File: src/rtl/wshb_pattern_pkg.sv
// Shared types, CTRL field positions and bar colours for the Wishbone pattern responder.
package wshb_pattern_pkg;

    typedef enum logic [1:0] {BARS, CHECKER, GRAD, SOLID} pattern_e;
    typedef enum logic [1:0] {IDLE, DIV, WAIT, ACK} state_e;

    localparam int CTRL_PAT_LSB  = 0;
    localparam int CTRL_WAIT_LSB = 4;
    localparam int CTRL_RGB_LSB  = 8;

    localparam logic [23:0] BAR_WHITE   = 24'hFFFFFF;
    localparam logic [23:0] BAR_YELLOW  = 24'hFFFF00;
    localparam logic [23:0] BAR_CYAN    = 24'h00FFFF;
    localparam logic [23:0] BAR_GREEN   = 24'h00FF00;
    localparam logic [23:0] BAR_MAGENTA = 24'hFF00FF;
    localparam logic [23:0] BAR_RED     = 24'hFF0000;
    localparam logic [23:0] BAR_BLUE    = 24'h0000FF;
    localparam logic [23:0] BAR_BLACK   = 24'h000000;

    function automatic logic [23:0] bar_colour(input logic [2:0] bar);
        logic [23:0] c;
        unique case (bar)
            3'd0: c = BAR_WHITE;
            3'd1: c = BAR_YELLOW;
            3'd2: c = BAR_CYAN;
            3'd3: c = BAR_GREEN;
            3'd4: c = BAR_MAGENTA;
            3'd5: c = BAR_RED;
            3'd6: c = BAR_BLUE;
            default: c = BAR_BLACK;
        endcase
        return c;
    endfunction

endpackage

File: src/rtl/wshb_pattern_slave_div.sv
// Pixel index to (x, y) converter: one subtraction of HDISP per cycle.
module pixel_pos_div
    import wshb_pattern_pkg::*;
#(
    parameter int HDISP = 800,
    parameter int VDISP = 480,
    localparam int IW = $clog2(HDISP * VDISP),
    localparam int XW = $clog2(HDISP),
    localparam int YW = $clog2(VDISP)
) (
    input  logic          clk,
    input  logic          rst_n,
    input  logic          start,
    input  logic [IW-1:0] idx,
    output logic          done,
    output logic [XW-1:0] x,
    output logic [YW-1:0] y
);

    logic [IW-1:0] rem;
    logic [YW-1:0] quo;
    logic          busy;
    logic          fits;

    assign fits = rem < IW'(HDISP);

    always_ff @(posedge clk or negedge rst_n) begin
        if (!rst_n) begin
            rem  <= '0;
            quo  <= '0;
            busy <= 1'b0;
        end else if (start) begin
            rem  <= idx;
            quo  <= '0;
            busy <= 1'b1;
        end else if (busy) begin
            if (fits) begin
                busy <= 1'b0;
            end else begin
                rem <= rem - IW'(HDISP);
                quo <= quo + YW'(1);
            end
        end
    end

    assign done = busy && fits;
    assign x    = rem[XW-1:0];
    assign y    = quo;

endmodule

File: src/rtl/wshb_pattern_slave.sv
// Wishbone B4 classic responder generating synthetic 24-bit frames for the VGA reader.
// Optional SCROLL_EN: horizontal scroll that advances by one pixel per frame.
module wshb_pattern_slave
    import wshb_pattern_pkg::*;
#(
    parameter int HDISP   = 800,
    parameter int VDISP   = 480,
    parameter int SQ_LOG2 = 4
) (
    input  logic        clk,
    input  logic        rst_n,
    input  logic [31:0] adr,
    input  logic [31:0] dat_ms,
    input  logic        we,
    input  logic [3:0]  sel,
    input  logic        cyc,
    input  logic        stb,
    input  logic [2:0]  cti,
    input  logic [1:0]  bte,
    output logic [31:0] dat_sm,
    output logic        ack
);

    localparam int NPIX = HDISP * VDISP;
    localparam int IW   = $clog2(NPIX);
    localparam int XW   = $clog2(HDISP);
    localparam int YW   = $clog2(VDISP);

    state_e        state, state_n;
    logic [31:0]   ctrl;
    logic [IW-1:0] idx_exp;
    logic [XW-1:0] x, px, xe, div_x;
    logic [YW-1:0] y, py, div_y;
    logic [7:0]    frame_cnt;
    logic [3:0]    wcnt;
    logic          div_start, div_done, fire, commit;

    logic          req, is_ctrl, in_range, pix_rd, last_pix;
    logic [29:0]   pix_idx;
    logic [IW-1:0] idx;
    logic [3:0]    wait_n;
    logic          unused;

    assign unused   = ^{cti, bte, adr[1:0]};
    assign req      = cyc & stb;
    assign is_ctrl  = adr[31];
    assign pix_idx  = adr[31:2];
    assign idx      = pix_idx[IW-1:0];
    assign in_range = pix_idx < 30'(NPIX);
    assign pix_rd   = !is_ctrl && !we && in_range;
    assign last_pix = idx == IW'(NPIX - 1);
    assign wait_n   = ctrl[CTRL_WAIT_LSB +: 4];

    pixel_pos_div #(
        .HDISP (HDISP),
        .VDISP (VDISP)
    ) u_div (
        .clk   (clk),
        .rst_n (rst_n),
        .start (div_start),
        .idx   (idx),
        .done  (div_done),
        .x     (div_x),
        .y     (div_y)
    );

    always_comb begin
        state_n   = state;
        div_start = 1'b0;
        fire      = 1'b0;
        commit    = 1'b0;
        unique case (state)
            IDLE: begin
                if (req) begin
                    if (pix_rd && idx != idx_exp) begin
                        state_n   = DIV;
                        div_start = 1'b1;
                    end else begin
                        state_n = WAIT;
                    end
                end
            end
            DIV: begin
                if (!req)          state_n = IDLE;
                else if (div_done) state_n = WAIT;
            end
            WAIT: begin
                if (!req) begin
                    state_n = IDLE;
                end else if (wcnt == wait_n) begin
                    state_n = ACK;
                    fire    = 1'b1;
                end
            end
            ACK: begin
                state_n = IDLE;
                commit  = req;
            end
            default: state_n = IDLE;
        endcase
    end

`ifdef SCROLL_EN
    logic [7:0]  scroll;
    logic [XW:0] xs;

    always_ff @(posedge clk or negedge rst_n) begin
        if (!rst_n)                         scroll <= 8'd0;
        else if (commit && pix_rd && last_pix) scroll <= scroll + 8'd1;
    end

    // scroll < HDISP, so a single conditional subtract gives the modulus
    assign xs = {1'b0, px} + (XW+1)'(scroll);
    assign xe = (xs >= (XW+1)'(HDISP)) ? XW'(xs - (XW+1)'(HDISP))
                                       : xs[XW-1:0];
`else
    assign xe = px;
`endif

    logic [XW+2:0] x8;
    logic [2:0]    bar;
    logic [23:0]   colour;
    logic [31:0]   rd_data;

    assign x8  = {xe, 3'b000};
    assign bar = 3'(x8 / (XW+3)'(HDISP));

    always_comb begin
        colour  = 24'h0;
        rd_data = '0;
        unique case (pattern_e'(ctrl[CTRL_PAT_LSB +: 2]))
            BARS:    colour = bar_colour(bar);
            CHECKER: colour = (xe[SQ_LOG2] ^ py[SQ_LOG2]) ? 24'hFFFFFF : 24'h0;
            GRAD:    colour = {xe[7:0], py[7:0], frame_cnt};
            SOLID:   colour = ctrl[CTRL_RGB_LSB +: 24];
            default: colour = 24'h0;
        endcase
        if (is_ctrl)     rd_data = ctrl;
        else if (pix_rd) rd_data = {8'h00, colour};
    end

    // position of the pixel being served: tracker on a hit, divider on a jump
    always_ff @(posedge clk or negedge rst_n) begin
        if (!rst_n) begin
            px <= '0;
            py <= '0;
        end else if (state == IDLE && req) begin
            px <= x;
            py <= y;
        end else if (state == DIV && div_done) begin
            px <= div_x;
            py <= div_y;
        end
    end

    always_ff @(posedge clk or negedge rst_n) begin
        if (!rst_n) begin
            state     <= IDLE;
            ack       <= 1'b0;
            dat_sm    <= '0;
            ctrl      <= '0;
            idx_exp   <= '0;
            x         <= '0;
            y         <= '0;
            frame_cnt <= 8'd0;
            wcnt      <= 4'd0;
        end else begin
            state <= state_n;
            ack   <= fire;
            wcnt  <= (state == WAIT) ? wcnt + 4'd1 : 4'd0;
            if (fire) dat_sm <= we ? 32'h0 : rd_data;
            if (commit && is_ctrl && we) begin
                for (int b = 0; b < 4; b++) begin
                    if (sel[b]) ctrl[8*b +: 8] <= dat_ms[8*b +: 8];
                end
            end
            if (commit && pix_rd) begin
                if (last_pix) begin
                    idx_exp   <= '0;
                    x         <= '0;
                    y         <= '0;
                    frame_cnt <= frame_cnt + 8'd1;
                end else begin
                    idx_exp <= idx + IW'(1);
                    if (px == XW'(HDISP - 1)) begin
                        x <= '0;
                        y <= py + YW'(1);
                    end else begin
                        x <= px + XW'(1);
                        y <= py;
                    end
                end
            end
        end
    end

endmodule
File: config.mk
export PLATFORM = sky130hd
export DESIGN_NAME = wshb_pattern_slave
export DESIGN_NICKNAME = d
export VERILOG_FILES = /design/src/rtl/wshb_pattern_pkg.sv /design/src/rtl/wshb_pattern_slave_div.sv /design/src/rtl/wshb_pattern_slave.sv
export SDC_FILE = /design/constraint.sdc
export NUM_CORES = 1
export LEC_CHECK = 0
export CAP_MARGIN = 20
export CORE_ASPECT_RATIO = 0.75
export CORE_MARGIN = 3
export CORE_UTILIZATION = 50
export CTS_BUF_LIST = sky130_fd_sc_hd__clkbuf_16
export CTS_CLUSTER_DIAMETER = 200
export DETAILED_ROUTE_END_ITERATION = 10
export PLACE_DENSITY = 0.73
export SYNTH_ARGS = -nofsm -noshare
export SYNTH_HDL_FRONTEND = slang
export SYNTH_SLANG_ARGS = --single-unit
File: constraint.sdc
create_clock -name clk -period 4.64 [get_ports clk]
set_input_delay 0.928 -clock clk [delete_from_list [all_inputs] [get_ports clk]]
set_output_delay 0.928 -clock clk [all_outputs]
set_load 0.02 [all_outputs]
# Word-level counts from Yosys, hierarchy flattened
# Index checks and enable logic that the tools add are counted.
[totals]
regBits = 165
input_bits = 78
out_inout_bits = 33
word_cells = 111
[op_classes]
n_addsub = 7
n_div = 1
order_cmp = 2
eq_ne = 20
mux = 39
n_bitwise = 2
n_reduce_logical = 23
[op_table]
columns = ["operator", "count"]
rows = [
  ["$pmux 24 s7", 1],
  ["$pmux 24 s4", 1],
  ["$mux 19", 4],
  ["$mux 32", 2],
  ["$mux 9", 7],
  ["$mux 24", 2],
  ["$mux 10", 4],
  ["$lt 30x19->1 const B", 1],
  ["$add 19x1->19 const B", 1],
  ["$eq 19x19->1 const B", 1],
  ["$lt 19x10->1 const B", 1],
  ["$ne 19x19->1", 1],
  ["$sub 19x10->19 const B", 1],
  ["$add 9x1->9 const B", 2],
  ["$div 13x10->13 const B", 1],
  ["$mux 2", 6],
  ["$reduce_and 2->1", 6],
  ["$add 10x1->10 const B", 1],
  ["$eq 10x10->1 const B", 1],
  ["$mux 1", 10],
  ["$eq 3x3->1 const B", 3],
  ["$logic_and 1x1->1", 9],
  ["$add 8x1->8 const B", 1],
  ["$eq 2x2->1 const B", 4],
  ["16 further kinds", 23],
]

# Longest topological paths before layout
# Gate-level depths: netlist of run 1.
[depth]
depth_word = 9
ltp_mapped = 10

# Cells and area by module
# A second synthesis of run 1 with hierarchy kept.
[unflattened]
hier_cells = 1003
area_unflattened_um2 = 9115.0
[modules_own_cells]
columns = ["module", "n_inst", "cells_each", "area_each_um2", "seq_area_each_um2"]
rows = [
  ["wshb_pattern_slave", 1, 827, 7432.1, 3353.2],
  ["pixel_pos_div", 1, 176, 1682.9, 725.7],
]

# Worst setup path after synthesis of run 1
# OpenSTA, ideal clock, no wires.
[synth_path]
kind = "in2reg"
from = "input port adr[12]"
to = "register u_div.rem[10]"
setup_time_ns = 0.125
arrival_ns = 2.866
required_time_ns = 4.515
slack_ns = 1.649
path_stages = 8
path_cell_list = "clkbuf_1 > xnor2_1 > nand4_1 > nor4_1 > a41oi_1 > nand2_1 > buf_1 > mux2_2"
[synth_between]
elab_chain_cells = 8
[synth_lines]
columns = ["element", "line_no", "source"]
rows = [
  ["start: declaration", "wshb_pattern_slave.sv:12", "input logic [31:0] adr,"],
  ["$lt 30x19->1", "wshb_pattern_slave.sv:49", "assign in_range = pix_idx < 30'(NPIX);"],
  ["$logic_and 1x1->1", "wshb_pattern_slave.sv:50", "assign pix_rd = !is_ctrl && !we && in_range;"],
  ["$logic_and 1x1->1", "wshb_pattern_slave.sv:75", "if (pix_rd && idx != idx_exp) begin"],
  ["$mux 1", "wshb_pattern_slave.sv:75", ""],
  ["$mux 1", "wshb_pattern_slave.sv:74", "if (req) begin"],
  ["$mux 1", "wshb_pattern_slave.sv:72", "unique case (state)"],
  ["$ne 2x2->1 (no line) / $reduce_bool 2->1 (equally long branches)", "--", ""],
  ["$reduce_and 2->1 (no line)", "--", ""],
  ["end signal: assignment", "wshb_pattern_slave_div.sv:33", "rem <= idx;"],
  ["end signal: assignment", "wshb_pattern_slave_div.sv:40", "rem <= rem - IW'(HDISP);"],
  ["end: declaration", "wshb_pattern_slave_div.sv:20", "logic [IW-1:0] rem;"],
]
# Parallel ways exist; a longest one is shown, timed or not.
# A chain may end at the register's enable or synchronous reset.

# Worst setup path after layout of run 1
[layout_path]
from = "input port adr[31]"
to = "register frame_cnt[5]"
[layout_between]
elab_chain_cells = 5
[layout_lines]
columns = ["element", "line_no", "source"]
rows = [
  ["parallel branches: the longest is 2 deep, another holds $lt 30x19->1", "--", ""],
  ["$logic_and 1x1->1 *", "wshb_pattern_slave.sv:50", ""],
  ["$logic_and 1x1->1 *", "wshb_pattern_slave.sv:177", "if (commit && pix_rd) begin"],
  ["$reduce_and 2->1 (no line) *", "--", ""],
  ["end signal: assignment", "wshb_pattern_slave.sv:182", "frame_cnt <= frame_cnt + 8'd1;"],
  ["end: declaration", "wshb_pattern_slave.sv:34", "logic [7:0] frame_cnt;"],
]
# Mark *: on every way between the ends.

==> impl_metrics.env, run 1 <==
export IMPL_clk_pin_slew_ns=0.07
export IMPL_grt_pass1_wl_um=36200
export IMPL_hold_violations=0
export IMPL_maxCapViolations=0
export IMPL_synth_common_cells="162 x dfrtp_1, 142 x nand2_1, 54 x xnor2_1"
export IMPL_yosys_most_used_dff="dfrtp_1"
export IMPL_detail_route_antenna_nets=0
export IMPL_nFillCells=1446
export IMPL_leakage_nw=4.66
export IMPL_final_core_util=0.621
export IMPL_yosys_top_cells_area="dfrtp_1 46%, mux2_2 6.2%, nand2_1 6.1%, xnor2_1 5.4%, xor2_1 3.0%"
export IMPL_worstPathCellList="clkdlybuf4s50_1 -> nor4_1 -> nand3_1 -> a211o_2 -> nor4_1 -> nand3_1 -> xnor2_1"
export IMPL_pwr_share_comb=0.071
export IMPL_synth_enable_flop_cells=0
export IMPL_crit_path_max_incr_delay_ns=0.68
export IMPL_layout_drive_gt1_share=0.103
export IMPL_core_area_um2=17000
export IMPL_fin_tns_setup_ns=0
export IMPL_fp_dieH_um=120
export IMPL_vias_per_cell=5.70
export IMPL_areaGrowthSynthToFinish_pct=20.8
export IMPL_ys_seq_elements=162
export IMPL_die_area_um2=19100
export IMPL_fmax_mhz=293
export IMPL_powerDensity_nw_per_um2=296
export IMPL_worst_ep_required_time_ns=4.95
export IMPL_fp_row_count=41
export IMPL_yosysWarnings=0
export IMPL_io_pins=111
export IMPL_p_switching_mw=0.778
export IMPL_drt_total_wl_um=22600
export IMPL_clockPowerShare=0.460
export IMPL_peakVddDrop_uv=236
export IMPL_start_kind="input pin"
export IMPL_nets=1080
export IMPL_cts_buffers=17
export IMPL_worst_slew_pin_slew_ns=0.954
export IMPL_drt_first_pass_iters=5
export IMPL_grt_pass1_vias=6721
export IMPL_vias=7091
export IMPL_clock_path_buffers=2
export IMPL_cp_max_fo=39
export IMPL_finalPower_mw=3.12
export IMPL_drc=0
export IMPL_final_setup_viol_count=0
export IMPL_grtUsageTotal=0.243
export IMPL_synth_top_area_share=0.464
export IMPL_cts_setup_buffers=0
export IMPL_critical_path_class="input pin to flip-flop"
export IMPL_slowest_stage="clkdlybuf4s50_1"
export IMPL_avgSynthCellArea_um2=9.53
export IMPL_slew_violations=0
export IMPL_clk_latency_ns=0.43
export IMPL_synth_seq_area_share=0.464
export IMPL_swShare=0.249
export IMPL_fin_skew_ns=0.0152
export IMPL_yosysTopAreaCell="dfrtp_1"
export IMPL_seq_power_share=0.469
export IMPL_synthArstFlopShare=1.00
export IMPL_status="finished clean"
export IMPL_syn_cell_area_um2=8740
export IMPL_synth_cells=917
export IMPL_holdBufCountCts=0
export IMPL_drt_iter0_drc=580
export IMPL_end_kind="flip-flop"
export IMPL_gp_congestion=0.859
export IMPL_period_needed_ns=3.41
export IMPL_antenna_cells=0
export IMPL_slew_headroom=0.364
export IMPL_rsz0062_at_grt="false"
export IMPL_clock_sinks=162
export IMPL_internal_power_mw=2.34
export IMPL_grt_max_degree=104
export IMPL_start_util=0.515
export IMPL_io_buffers=103
export IMPL_synth_net_count=1003
export IMPL_grt_overflow=0
export IMPL_dp_hpwl_um=15900
export IMPL_synth_cell_types=64
export IMPL_antenna_found_initial=0
export IMPL_cts_root_buf="clkbuf_16"
export IMPL_cts_tree="done"
export IMPL_hold_path_class="flip-flop to flip-flop"
export IMPL_wire_per_inst_um=18.2
export IMPL_cts_resized=0
export IMPL_period_share=0.735
export IMPL_critPathArrivalTime_ns=3.72
export IMPL_yosysMostFrequentCell="dfrtp_1"
export IMPL_htreeDepth=4
export IMPL_die_x_um=159
layout by cell type, fill, tap and decap left out, drive strengths merged, types with 6 or more instances in the layout:
cell / instances
buf: 15
nand2: 142
o21ai: 72
o31ai: 28
a22oi: 8
xor2: 30
a21oi: 43
nor3: 8
dfrtp: 162
or3: 6
mux2: 52
nor2: 49
nand4: 15
ha: 8
clkdlybuf4s50: 102
clkbuf: 17
inv: 22
nand2b: 12
and3: 27
nor4: 11
nor2b: 8
mux2i: 21
xnor2: 54
nand3: 28
per-stage QoR:
stage / hold slack (ns) / cells / setup WS, ns / area [um2]
floorplan: 0.446 / 917 / 1.65 / 8740
global placement: 0.452 / 1209 / 0.868 / 9920
detailed placement: 0.456 / 1209 / 0.797 / 9920
CTS: 0.471 / 1241 / 1.25 / 10500
global route: 0.489 / 1243 / 1.12 / 10600
finish: 0.465 / 1243 / 1.23 / 10600
critical path: cells and delay by family:
family	cells	cell delay [ns]
AO/OA/AOI/OAI	1	0.62
XOR/XNOR	1	0.16
buffers and inverters	1	0.68
AND/OR/NAND/NOR	4	1.31
final timing paths:
check | start | endpoint | slack (ns) | cells after the start
setup / recovery | adr[31] | frame_cnt[5] | 1.23 | 7
hold / removal | dat_sm[31] | dat_sm[31] | 0.46 | 2
setup reg to reg | state[0] | dat_sm[18] | 1.65 | 6
hold reg to reg | dat_sm[31] | dat_sm[31] | 0.46 | 2
max in group asynchronous | rst_n | u_div.rem[1] | 3.02 | 2
min in group asynchronous | rst_n | ack | 0.59 | 1
kinds of logic (layout without fill, tap and decap cells):
group,after synthesis,in the layout,share of synthesized area
AOI/OAI and AO/OA,187,187,0.134
xor gates and xnor gates,84,84,0.0842
muxes,73,73,0.0911
and+or+nand+nor,330,330,0.180
buffers and inverters,72,162,0.0339
adders and majority gates,9,9,0.0126
DFF,162,162,0.464
sequential cells by signal, indices dropped and copies added, names as in the netlist:
register    count
u_div.y         8
px             10
frame_cnt       8
y               8
ack             1
state           2
x              10
wcnt            4
u_div.rem      19
idx_exp        19
py              8
dat_sm         32
u_div.busy      1
ctrl           32
power by group through the flow:
stage / Sequential [mW] / Combinational [mW] / Clock [mW]
5_1_grt: 1.47 / 0.245 / 1.52
2_1_floorplan: 1.48 / 0.0990 / 0
4_1_cts: 1.46 / 0.219 / 1.45
6_report: 1.46 / 0.222 / 1.44
3_5_place_dp: 1.49 / 0.218 / 0
3_3_place_gp: 1.49 / 0.215 / 0
cell type report:
type / instances / area, um2 / area share
flip-flops and latches: 162 / 4050 / 0.384
well taps: 236 / 295 / 0.0280
inverters: 13 / 48.8 / 0.00463
repair buffers: 117 / 1160 / 0.110
clock inverters: 15 / 168 / 0.0159
multi-input cells: 683 / 4400 / 0.417
clock buffers: 17 / 425 / 0.0403
metal layers:
metal | GRT usage | vias to the layer above | wire, um | part of all wire
li1 | - | 3389 | - | -
met1 | 0.384 | 3470 | 11300 | 0.50
met2 | 0.336 | 207 | 9690 | 0.43
met3 | 0.0533 | 25 | 1310 | 0.058
met4 | 0.0591 | 0 | 263 | 0.012
met5 | 0 | - | 0 | 0
No activity file was read; power rests on OpenSTA's default activity.
==> inputs of run 2 (changes only) <==
--- a/config.mk
+++ b/config.mk
@@ -12,7 +12,7 @@
 export CTS_BUF_LIST = sky130_fd_sc_hd__clkbuf_16
 export CTS_CLUSTER_DIAMETER = 200
 export DETAILED_ROUTE_END_ITERATION = 10
-export PLACE_DENSITY = 0.73
+export PLACE_DENSITY = 0.76
 export SYNTH_ARGS = -nofsm -noshare
 export SYNTH_HDL_FRONTEND = slang
 export SYNTH_SLANG_ARGS = --single-unit
==> constraint.sdc (replaced) <==
create_clock -name clk -period 2.94 [get_ports clk]
set_input_delay 0.588 -clock clk [delete_from_list [all_inputs] [get_ports clk]]
set_output_delay 0.588 -clock clk [all_outputs]
set_load 0.02 [all_outputs]
==> impl_metrics.env, run 2 (synthesis results as in run 1) <==
export IMPL_status="finished clean"
export IMPL_core_area_um2=17000
export IMPL_drt_iter0_drc=708
export IMPL_powerDensity_nw_per_um2=458
export IMPL_most_common_layout_cells="162 x dfrtp_1, 142 x nand2_1, 102 x clkdlybuf4s50_1"
export IMPL_layout_commonest_cell="dfrtp_1"
export IMPL_placed_cell_area_um2=10300
export IMPL_grtUsageTotal=0.255
export IMPL_grt_pass1_vias=7338
export IMPL_detail_route_antenna_nets=0
export IMPL_cts_buffers=17
export IMPL_worst_slew_pin_slew_ns=0.850
export IMPL_slew_headroom=0.433
export IMPL_fmax_mhz=368
export IMPL_final_cell_count_no_fill=1294
export IMPL_rsz0062_at_grt="false"
export IMPL_clock_path_buffers=2
export IMPL_leakage_nw=4.92
export IMPL_clock_sinks=162
export IMPL_dp_cells=1262
export IMPL_layout_drive_gt1_share=0.146
export IMPL_antenna_found_initial=0
export IMPL_cp_max_fo=36
export IMPL_slowest_stage="or4_1"
export IMPL_vias_per_cell=5.70
export IMPL_finalInstanceArea_um2=11000
export IMPL_htreeDepth=4
export IMPL_grt_max_degree=60
export IMPL_wire_per_inst_um=18.0
export IMPL_fp_row_count=41
export IMPL_setup_worst_path_start="u_div.rem[15]"
export IMPL_gp_congestion=0.905
export IMPL_nets=1131
export IMPL_dp_hpwl_um=16900
export IMPL_r2r_start="u_div.rem[15]"
export IMPL_critPathArrivalTime_ns=3.02
export IMPL_drt_first_pass_iters=7
export IMPL_grtUsageMet2=0.359
export IMPL_grt_pass1_wl_um=38300
export IMPL_grt_busiest_layer="met1"
export IMPL_fin_skew_ns=0.0133
export IMPL_vias=7382
export IMPL_holdBufCountCts=0
export IMPL_maxCapViolations=0
export IMPL_final_core_util=0.645
export IMPL_areaGrowthSynthToFinish_pct=25.3
export IMPL_grt_overflow=0
export IMPL_holdWs_ns=0.131
export IMPL_met3_usage=0.0758
export IMPL_clk_latency_ns=0.43
export IMPL_setup_ws_ns=0.225
export IMPL_slew_violations=0
export IMPL_fin_tns_setup_ns=0
export IMPL_path_delay_family="simple AND/OR/NAND/NOR gates"
export IMPL_io_pins=111
export IMPL_die_x_um=159
export IMPL_start_util=0.515
export IMPL_cts_tree="done"
export IMPL_finalPower_mw=5.01
export IMPL_antenna_cells=0
export IMPL_reg_top3="ctrl x32, dat_sm x32"
export IMPL_cts_resized=0
export IMPL_worst_ep_required_time_ns=3.24
export IMPL_drc=0
export IMPL_cts_root_buf="clkbuf_16"
export IMPL_hold_path_class="input pin to async pin"
export IMPL_worstPathCellList="or4_1 -> or3_1 -> or4_1 -> a21o_1 -> buf_4 -> nand2_1 -> o21ai_1"
export IMPL_drt_total_wl_um=23300
export IMPL_critical_path_class="flip-flop to flip-flop"
export IMPL_fp_dieH_um=120
export IMPL_crit_path_max_incr_delay_ns=0.60
export IMPL_io_buffers=103
export IMPL_critPathBufInv=1
export IMPL_clk_pin_slew_ns=0.07
export IMPL_die_area_um2=19100
export IMPL_cts_setup_buffers=0
export IMPL_final_setup_viol_count=0
export IMPL_period_share=0.924
export IMPL_start_kind="flip-flop"
export IMPL_grtUsageMet1=0.388
export IMPL_pre_cts_ws_ns=-0.0625
export IMPL_end_kind="flip-flop"
export IMPL_hold_violations=0
export IMPL_peakVddDrop_uv=303
export IMPL_cpMostUsedCell="or4_1"
export IMPL_period_needed_ns=2.72
-- run 2: where the power goes --
part	switching (mW)	total, mW	internal (mW)
logic	0.189	0.380	0.191
clock network	0.974	2.32	1.35
registers	0.0512	2.31	2.26
-- run 2: worst paths after layout --
kind	endpoint	cells after the start	slack, ns
max in group asynchronous	u_div.rem[9]	2	2.04
hold reg to reg	dat_sm[29]	2	0.47
setup reg to reg	px[7]	7	0.22
min in group clk	dat_sm[29]	2	0.47
hold / removal	dat_sm[25]	1	0.13
setup / recovery	px[7]	7	0.22
-- run 2: layer usage --
layer | share of wire | routed length [um]
met5 | 0 | 0
met4 | 0.012 | 284
met3 | 0.081 | 1880
met2 | 0.43 | 10100
met1 | 0.47 | 11000
-- run 2: layout make-up --
class / count / area [um2]
fill: 1344 / 6030
sequential: 162 / 4050
timing repair buffer: 168 / 1550
multi-input combinational: 683 / 4400
inverter: 13 / 48.8
clock inverter: 15 / 184
clock buffer: 17 / 425
tap: 236 / 295
-- run 2: worst reg2reg max path, delay by kind of cell, from the launching register on --
family,cells,cell delay (ns)
flops,1,0.39
simple gates,4,1.72
buf+inv,1,0.23
compound gates,2,0.26
